File: config.mk
export PLATFORM = sky130hd
export DESIGN_NAME = sdr_system_wrapper
export DESIGN_NICKNAME = d
export VERILOG_FILES = /design/src/rtl/sdr_system_wrapper.sv
export SDC_FILE = /design/constraint.sdc
export NUM_CORES = 2
export LEC_CHECK = 0
export BUFFER_PORTS_ARGS = -buffer_cell sky130_fd_sc_hd__buf_2
export CAP_MARGIN = 40
export CORE_MARGIN = 5
export CORE_UTILIZATION = 30
export CTS_CLUSTER_DIAMETER = 40
export CTS_CLUSTER_SIZE = 25
export DETAILED_ROUTE_END_ITERATION = 12
export PLACE_DENSITY = 0.47
export SYNTH_ARGS = -nofsm -noshare
export SYNTH_HDL_FRONTEND = slang
export SYNTH_SLANG_ARGS = --single-unit
File: constraint.sdc
create_clock -name aclk -period 7.1 [get_ports aclk]
set_clock_uncertainty 0.2 [all_clocks]
set_input_delay 0.71 -clock aclk [delete_from_list [all_inputs] [get_ports aclk]]
set_output_delay 0.71 -clock aclk [all_outputs]
set_load 0.03 [all_outputs]
File: src/rtl/sdr_system_wrapper.sv
// sdr_system_wrapper: register-mapped SDR capture (8-channel RX NCO tagging, boxcar waterfalls, pop-on-read FIFOs); macro SDR_WF1_EN adds the second waterfall
module sdr_system_wrapper #(
    parameter int FIFO_DEPTH = 16,
    parameter int RX_DECIM   = 16
) (
    input  logic        aclk,
    input  logic        aresetn,
    input  logic [15:0] adc_dat_a_i,
    input  logic        wr_en,
    input  logic [8:0]  wr_addr,
    input  logic [31:0] wr_data,
    input  logic        rd_en,
    input  logic [8:0]  rd_addr,
    output logic [31:0] rd_data,
    output logic        rd_valid
);
`ifdef SDR_WF1_EN
    localparam int NW = 2;
`else
    localparam int NW = 1;
`endif
    localparam int NF = NW + 1;
    localparam int AW = $clog2(FIFO_DEPTH);
    localparam logic [AW:0] FULL = (AW + 1)'(FIFO_DEPTH);

    logic [6:0]          wa, ra;
    logic [3:0]          ctrl_q;
    logic [31:0]         rx_freq_q [8];
    logic [31:0]         wf_freq_q [NW];
    logic [31:0]         wf_decim_q [NW];
    logic [29:0]         rx_phase_q [8];
    logic [29:0]         rx_phase_d [8];
    logic [31:0]         rx_div_q, rx_div_d;
    logic [2:0]          rx_ch_q, rx_ch_d;
    logic                rx_tick;
    logic [NF-1:0]       push, fifo_ovf;
    logic [NF-1:0][31:0] word, fifo_rdata;
    logic [NF-1:0][15:0] fifo_cnt;
    logic [31:0]         rd_d;
    logic                unused_ok;

    assign wa = wr_addr[8:2];
    assign ra = rd_addr[8:2];
    assign unused_ok = ^{wr_addr[1:0], rd_addr[1:0], ctrl_q};

    // register file writes; read-only and unmapped addresses fall through untouched
    always_ff @(posedge aclk) begin
        if (!aresetn) begin
            ctrl_q     <= '0;
            rx_freq_q  <= '{default: '0};
            wf_freq_q  <= '{default: '0};
            wf_decim_q <= '{default: '0};
        end else if (wr_en) begin
            if (wa == 7'h00) ctrl_q <= wr_data[3:0];
            for (int n = 0; n < 8; n++) if (wa == 7'(1 + n)) rx_freq_q[n] <= wr_data;
            for (int n = 0; n < NW; n++) begin
                if (wa == 7'(9 + 2 * n)) wf_freq_q[n] <= wr_data;
                if (wa == 7'(10 + 2 * n)) wf_decim_q[n] <= wr_data;
            end
        end
    end

    // RX next state: per-channel NCOs, decimation counter and channel rotation, all forced to 0 when stopped
    always_comb begin
        rx_tick  = ctrl_q[0] && rx_div_q >= 32'(RX_DECIM - 1);
        rx_div_d = (!ctrl_q[0] || rx_tick) ? 32'd0 : rx_div_q + 32'd1;
        rx_ch_d  = ctrl_q[0] ? rx_ch_q + 3'(rx_tick) : 3'd0;
        for (int n = 0; n < 8; n++) rx_phase_d[n] = ctrl_q[0] ? rx_phase_q[n] + rx_freq_q[n][29:0] : 30'd0;
    end

    assign push[0] = rx_tick && ctrl_q[3];
    assign word[0] = {rx_ch_q, rx_phase_q[rx_ch_q][29:17], adc_dat_a_i};

    // RX state registers
    always_ff @(posedge aclk) begin
        if (!aresetn) begin
            rx_phase_q <= '{default: '0};
            rx_div_q   <= '0;
            rx_ch_q    <= '0;
        end else begin
            rx_phase_q <= rx_phase_d;
            rx_div_q   <= rx_div_d;
            rx_ch_q    <= rx_ch_d;
        end
    end

    for (genvar w = 0; w < NW; w++) begin : g_wf
        logic [29:0] phase_q, phase_d;
        logic [31:0] sum_q, sum_d, acc;
        logic [15:0] cnt_q, cnt_d, last;
        logic        run, tick, unused_ok;
        // boxcar: the D-th sample closes the word, the following sample starts a fresh sum
        always_comb begin
            run     = ctrl_q[1 + w];
            last    = (wf_decim_q[w][15:0] < 16'd2) ? 16'd1 : wf_decim_q[w][15:0] - 16'd1;
            acc     = sum_q + {{16{adc_dat_a_i[15]}}, adc_dat_a_i};
            tick    = run && cnt_q >= last;
            phase_d = run ? phase_q + wf_freq_q[w][29:0] : 30'd0;
            sum_d   = (run && !tick) ? acc : 32'd0;
            cnt_d   = (run && !tick) ? cnt_q + 16'd1 : 16'd0;
        end
        // waterfall state registers
        always_ff @(posedge aclk) begin
            if (!aresetn) begin
                phase_q <= '0;
                sum_q   <= '0;
                cnt_q   <= '0;
            end else begin
                phase_q <= phase_d;
                sum_q   <= sum_d;
                cnt_q   <= cnt_d;
            end
        end
        assign push[1 + w] = tick && ctrl_q[3];
        assign word[1 + w] = acc;
        assign unused_ok   = ^phase_q;
    end

    for (genvar f = 0; f < NF; f++) begin : g_fifo
        logic [31:0]   mem_q [FIFO_DEPTH];
        logic [AW-1:0] wp_q, rp_q;
        logic [AW:0]   cnt_q;
        logic          ovf_q, pop, do_push, do_pop;
        assign pop            = rd_en && ra == 7'(68 + f);
        assign do_pop         = pop && cnt_q != '0;
        assign do_push        = push[f] && (cnt_q != FULL || do_pop);
        assign fifo_rdata[f]  = (cnt_q == '0) ? 32'd0 : mem_q[rp_q];
        assign fifo_cnt[f]    = 16'(cnt_q);
        assign fifo_ovf[f]    = ovf_q;
        // storage write port
        always_ff @(posedge aclk) if (do_push) mem_q[wp_q] <= word[f];
        // pointers and count; reset or fifo_run low empties the queue and drops the sticky overflow
        always_ff @(posedge aclk) begin
            if (!aresetn || !ctrl_q[3]) begin
                wp_q  <= '0;
                rp_q  <= '0;
                cnt_q <= '0;
                ovf_q <= 1'b0;
            end else begin
                wp_q  <= wp_q + AW'(do_push);
                rp_q  <= rp_q + AW'(do_pop);
                cnt_q <= cnt_q + (AW + 1)'(do_push) - (AW + 1)'(do_pop);
                if (push[f] && !do_push) ovf_q <= 1'b1;
            end
        end
    end

    // read mux on the word index; anything unmapped reads 0
    always_comb begin
        rd_d = 32'd0;
        if (ra == 7'h00) rd_d = {28'd0, ctrl_q};
        for (int n = 0; n < 8; n++) if (ra == 7'(1 + n)) rd_d = rx_freq_q[n];
        for (int n = 0; n < NW; n++) begin
            if (ra == 7'(9 + 2 * n)) rd_d = wf_freq_q[n];
            if (ra == 7'(10 + 2 * n)) rd_d = wf_decim_q[n];
        end
        for (int n = 0; n < NF; n++) begin
            if (ra == 7'(64 + n)) rd_d = {fifo_ovf[n], 15'd0, fifo_cnt[n]};
            if (ra == 7'(68 + n)) rd_d = fifo_rdata[n];
        end
    end

    // registered read response, one cycle after the request
    always_ff @(posedge aclk) begin
        if (!aresetn) begin
            rd_data  <= '0;
            rd_valid <= 1'b0;
        end else begin
            rd_data  <= rd_d;
            rd_valid <= rd_en;
        end
    end
endmodule

---- Word-level counts from Yosys, hierarchy flattened ----
Memories as Yosys holds them, arrays and structs flattened. A register that Yosys moved wholly into a read port is not among the register bits.
Index checks and enable logic that the tools add are counted.
storage, ports and cells
  logic and storage cells ................. 158
  input bits .............................. 70
  output and inout bits ................... 33
  memories ................................ 2
  bits in registers ....................... 708
  bits in writable memories ............... 1024
cells by class
  bitwise gates (word level) .............. 2
  equal/unequal tests ..................... 26
  add/sub/neg operators ................... 21
  reductions and logical operators ........ 43
  order comparisons ....................... 4
  muxes and demuxes ....................... 27
memories
  memory           depth  bits a word  read ports  clocked after Yosys merged registers in  write ports  line  source
  g_fifo[0].mem_q  16     32           1           1                                        1            120   logic [31:0] mem_q [FIFO_DEPTH];
  g_fifo[1].mem_q  16     32           1           1                                        1            120
operators with widths
  cell                                                                                   number
  32-bit 2-to-1 mux                                                                      16
  30-bit adder                                                                           8
  30-bit binary-select mux with 3-bit select                                             1
  30-bit 2-to-1 mux                                                                      2
  7-bit by 3-bit equality test with 1-bit output (second input constant)                 8
  7-bit by 4-bit equality test with 1-bit output (second input constant)                 6
  32-bit by 1-bit adder with 32-bit output (second input constant)                       1
  32-bit adder                                                                           1
  32-bit by 4-bit greater-or-equal comparator with 1-bit output (second input constant)  1
  7-bit by 2-bit equality test with 1-bit output (second input constant)                 4
  7-bit equality test (second input constant)                                            4
  2-bit AND reduction                                                                    13
  16-bit by 1-bit adder with 16-bit output (second input constant)                       1
  4-bit by 1-bit adder with 4-bit output                                                 4
  16-bit greater-or-equal comparator                                                     1
  16-bit by 2-bit less-than comparator with 1-bit output (second input constant)         1
  16-bit 2-to-1 mux                                                                      1
  16-bit by 1-bit subtractor with 16-bit output (second input constant)                  1
  7-bit by 1-bit equality test with 1-bit output (second input constant)                 2
  7-bit zero test                                                                        2
  1-bit logical AND                                                                      13
  4-bit 2-to-1 mux                                                                       3
  5-bit by 1-bit adder with 5-bit output                                                 2
  5-bit zero test                                                                        2
  other kinds (11)                                                                       25

---- Logic depth before layout (Yosys ltp) ----
  depth after elaboration ................. 16
  gate-level depth with buffers ........... 26

---- Worst setup path before layout ----
No wires, ideal clock.
  kind .................................... register to register
  from .................................... register wf_decim_q[8] (netlist bit)
  to ...................................... memory g_fifo[1].mem_q[10][0] (enable)
  path buffers ............................ 3
  setup time .............................. 513 ps
  arrival time ............................ 6351 ps
  clock period less this slack ............ 7064 ps
  setup slack ............................. 36 ps
  stages on the path, launching flop included .. 17
  path through ............................ dfxtp_1 -> clkbuf_1 -> or4_1 -> nor4_1 -> nand3_1 -> clkbuf_1 -> nand2_1 -> ha_1 -> a21o_1 -> a21o_1 -> a221o_1 -> a41oi_1 -> nor2_1 -> o31ai_1 -> a211o_1 -> buf_2 -> nor4b_1
on the way
  longest elaborated chain between the ends .. 8
  elaborated cells between the ends (all ways) .. 9
  classes of those cells .................. 1 x add/sub; 2 x order compare; 3 x mux; 3 x reduce/logical
RTL lines
  element                                                                                                                         line  source
  start, declared                                                                                                                 30    logic [31:0] wf_decim_q [NW];
  start signal, assigned by index                                                                                                 58    if (wa == 7'(10 + 2 * n)) wf_decim_q[n] <= wr_data;
  16-bit by 1-bit subtractor with 16-bit output / 16-bit by 2-bit less-than comparator with 1-bit output (equally long branches)  95    last = (wf_decim_q[w][15:0] < 16'd2) ? 16'd1 : wf_decim_q[w][15:0] - 16'd1;
  16-bit 2-to-1 mux *                                                                                                             95
  16-bit greater-or-equal comparator *                                                                                            97    tick = run && cnt_q >= last;
  1-bit logical AND *                                                                                                             97
  1-bit logical AND *                                                                                                             114   assign push[1 + w] = tick && ctrl_q[3];
  1-bit logical AND *                                                                                                             126   assign do_push = push[f] && (cnt_q != FULL || do_pop);
  1-bit 2-to-1 mux *                                                                                                              131   always_ff @(posedge aclk) if (do_push) mem_q[wp_q] <= word[f];
  1-bit 2-to-1 mux (implied by the code) *                                                                                        131
  end, declared                                                                                                                   120
Mark *: on every way between the ends. The rest lies on a longest branch, timed or not.

---- Final worst setup path ----
  from .................................... register wf_decim_q[8] (netlist bit)
  to ...................................... register g_fifo[1].cnt_q[4]
on the way
  longest elaborated chain between the ends .. 8
  elaborated cells between the ends (all ways) .. 9
  classes of those cells .................. 3 x add/sub; 2 x order compare; 1 x mux; 3 x reduce/logical
RTL lines
  element                                                                                                                         line  source
  16-bit by 1-bit subtractor with 16-bit output / 16-bit by 2-bit less-than comparator with 1-bit output (equally long branches)  95
  16-bit 2-to-1 mux *                                                                                                             95
  16-bit greater-or-equal comparator *                                                                                            97
  1-bit logical AND *                                                                                                             97
  1-bit logical AND *                                                                                                             114
  1-bit logical AND *                                                                                                             126
  5-bit by 1-bit adder with 5-bit output *                                                                                        142   cnt_q <= cnt_q + (AW + 1)'(do_push) - (AW + 1)'(do_pop);
  5-bit by 1-bit subtractor with 5-bit output *                                                                                   142
  end signal, assigned                                                                                                            142
  end, declared                                                                                                                   122   logic [AW:0] cnt_q;
Marked as above.
A chain may end at the register's enable or synchronous reset.

==> flow_summary.yaml <==
timing:
  setup_viol: 0
  max-slew-margin-rel_pct: 33.5
  max_slew.worst_pin.slew_ns: 0.991
  final.hold.worst_slack_ns: 0.0843
  final_max_slew_viol_count: 0
  final_critical_delay_including_setup_and_external_delays_ns: 5.82
  setup_total_negative_slack_ns: 0
  setup_repair_after_global_routing_missed_its_margin: "no"
  timing.final.crit_share_pct: 82.0
  hold_violations: 0
  max_freq_mhz: 172
clock_network:
  cts_buffer_count: 283
  clkSinkCount: 1732
  cts.reportedPaths.clkPinSlew_ns: 0.06
  cts_htree_levels: 5
  cts_tree: "yes"
  ctsRootBufferMaster: "clkbuf_16"
  maximum_buffer_depth_of_the_clock_tree: 4
  clkLatencyLatePin_ns: 0.86
detailed_routing:
  postRouteWirelength_mm: 254
  drt_iter0_markers: 4257
  detailroute.via_count: 53500
  drc_errors: 0
  first_pass_iters: 9
  antenna_violating_nets_post_route: 0
  wl_per_cell_um: 24.5
  vias_per_cell: 5.16
yosys:
  netlist-cell-type-count: 97
  post-synth-top-area-fraction_pct: 39.0
  synth_top_cell_by_area: "edfxtp_1"
  dominant_cells_by_area_after_synthesis: "edfxtp_1 (39%), dfxtp_1 (18%), mux4_2 (8.9%), ha_1 (4.8%), nand2_1 (4.0%)"
  async_flop_share_pct: 0
  number_of_standard_cells_after_synthesis: 6358
  synthesis.yosys.warnings: 0
  postSynthRegisterBits: 1732
  synth_area_um2: 78800
  postSynthAreaPerCell_um2: 12.4
  seq_area_frac_synth_pct: 57.0
  synth-edff-count: 1024
  postSynth.topFlopCell: "edfxtp_1"
setup_path:
  cp.arrival_ns: 6.39
  critPathKind: "flip-flop to flip-flop"
  nature_of_the_critical_path_endpoint: "flip-flop"
  crit_slowest_cell: "a211o_1"
  crit_path_cell_trace: "or4_1 > nor4_1 > nand3_1 > nand2_1 > ha_1 > a21o_1 > a21o_1 > a221o_1 > a41oi_1 > nor2_1 > o31ai_4 > a211o_1 > mux2i_1 > ha_1 > inv_1 > fa_1 > inv_1 > a21oi_1 > nor2_1 > or3_1 > a21oi_1"
  reg2reg_slack_ns: 1.28
  r2r-end: "g_fifo[1].cnt_q[4]"
  crit_required_ns: 7.67
  cp_slowest_stage_delay_ns: 0.75
  critical_path_peak_fanout: 18
  critical_path.reg2reg.startpoint: "wf_decim_q[8]"
  r2r_cells: 21
  critical_path.startpoint_type: "flip-flop"
final_layout:
  filler_cell_count: 25500
  syn_to_final_growth_pct: 19.5
  post_route_cells_drive_above_1_share_pct: 17.9
  mostFrequentLayoutCells: "edfxtp_1 (1024), nand2_1 (843), dfxtp_1 (698)"
  final_common_cell: "edfxtp_1"
  nets: 7004
floorplanning:
  die_width_um: 523
  coreArea_um2: 262000
  initial_core_util_pct: 30.1
  chipHeight_um: 523
  placement_rows: 188
  dieArea_um2: 273000
  io_pins: 103
run:
  max-cap-violations: 0
global_routing:
  grt_start_max_net_pins: 124
  first_global_vias: 53700
  globalRoute.totalOverflow: 0
  initial_antenna_violation_count: 33
  grt_pass1_wl_mm: 368
  grt_use_total_pct: 18.1
placement:
  buffer_ports.inserted: 98
  final_replace_weighted_congestion: 0.918
  hpwl_mm: 170
hold_path:
  min_to: "g_fifo[0].mem_q[3][7]"
  hold-path-cell-count: 1
  min_from: "adc_dat_a_i[7]"
  min-delay-path-class: "primary input to flip-flop"
pwr:
  power_per_cell_area_nw_per_um2: 267
  leakage_nw: 32.3
  maximum_ir_drop_on_the_vdd_rail_uv: 265
outcome:
  result_of_the_run: "finished clean"
-- cell usage after synthesis, drive strengths merged (119+ instances only) --
library cell and n:
a211oi 119, a21boi 336, a21oi 241, clkbuf 251, dfxtp 708, edfxtp 1024
ha 303, inv 126, mux4 312, nand2 845, nor2 406, o21ai 180
-- per-stage QoR --
step	setup slack, ns	power [mW]	cells	util, %	cell area, um^2
4_1_cts	1.35	25.5	10400	36.0	94200
3_5_place_dp	1.33	11.2	9846	32.2	84400
5_1_grt	0.854	26.0	10400	36.0	94200
3_3_place_gp	1.26	11.2	9811	32.0	84000
6_report	1.28	25.2	10400	36.0	94200
2_1_floorplan	0.0358	11.0	6385	-	78900
-- flip-flops by register name (all words and copies together), names as in the netlist --
name,flops
g_fifo.mem_q,1024
rx_freq_q,256
rx_phase_q,240
g_wf.sum_q,32
rd_data,32
rx_div_q,32
wf_decim_q,32
wf_freq_q,32
g_wf.cnt_q,16
g_fifo.cnt_q,10
g_fifo.rp_q,8
g_fifo.wp_q,8
ctrl_q,4
rx_ch_q,3
g_fifo.ovf_q,2
rd_valid,1
-- kinds of logic (layout without fill, tap and decap cells) --
| group | count (synthesis) | in the layout | share of synthesized area [%] |
|---|---|---|---|
| AO/OA/AOI/OAI | 1383 | 1383 | 12.2 |
| XOR/XNOR | 199 | 199 | 2.21 |
| adder cells (fa/ha/maj) | 314 | 314 | 5.09 |
| buffers and inverters | 464 | 922 | 2.33 |
| flip-flops | 1732 | 1732 | 57.0 |
| multiplexers | 444 | 444 | 10.6 |
| other | 1 | 41 | 0.00476 |
| AND/OR/NAND/NOR | 1821 | 1821 | 10.5 |
-- repair_timing --
action	in CTS	in global routing
buffers inserted	0	0
hold endpoints to repair	4	0
hold buffers	3	0
gates resized for setup	0	0
-- final cells by class --
cell class	instances	area (um^2)	area share [%]
clock buffers	329	7610	8.07
well taps	3515	4400	4.67
diodes	13	32.5	0.0345
clock inverters	179	2150	2.28
multi-input cells	4189	32500	34.5
repair buffers	287	2140	2.27
flip-flops and latches	1732	45000	47.7
inverters	127	477	0.506
-- critical path, delay by kind of cell (launching register included) --
family	cells	cell delay (ns)
compound gates	8	2.01
fa+ha+maj	3	0.72
mux	1	0.18
flops	1	0.37
buf+inv	2	0.13
simple gates	7	2.13
-- how the worst max path moves through the flow --
stage	from	to	slack (ns)	cells after the start
2_1_floorplan	wf_decim_q[8]	g_fifo[1].mem_q[10][0]	0.04	16
3_3_place_gp	wf_decim_q[8]	g_fifo[1].cnt_q[4]	1.26	21
3_5_place_dp	wf_decim_q[8]	g_fifo[1].cnt_q[4]	1.33	21
4_1_cts	wf_decim_q[8]	g_fifo[1].cnt_q[4]	1.35	21
5_1_grt	wf_decim_q[8]	g_fifo[1].cnt_q[4]	0.85	21
6_report	wf_decim_q[8]	g_fifo[1].cnt_q[4]	1.28	21
-- layer usage --
| layer | global-route usage, % | up-vias | wire length (um) |
|---|---|---|---|
| met5 | 0 | - | 34 |
| met4 | 5.79 | 6 | 7920 |
| met3 | 2.31 | 434 | 11200 |
| met2 | 30.8 | 1358 | 123000 |
| met1 | 24.0 | 27200 | 112000 |
| li1 | - | 24500 | - |
-- where the power goes --
part / switching (mW) / internal [mW]
Clock: 5.23 / 8.92
Combinational: 0.290 / 0.101
Sequential: 0.00810 / 10.6
Note: power is estimated with default switching activity, not from simulation.
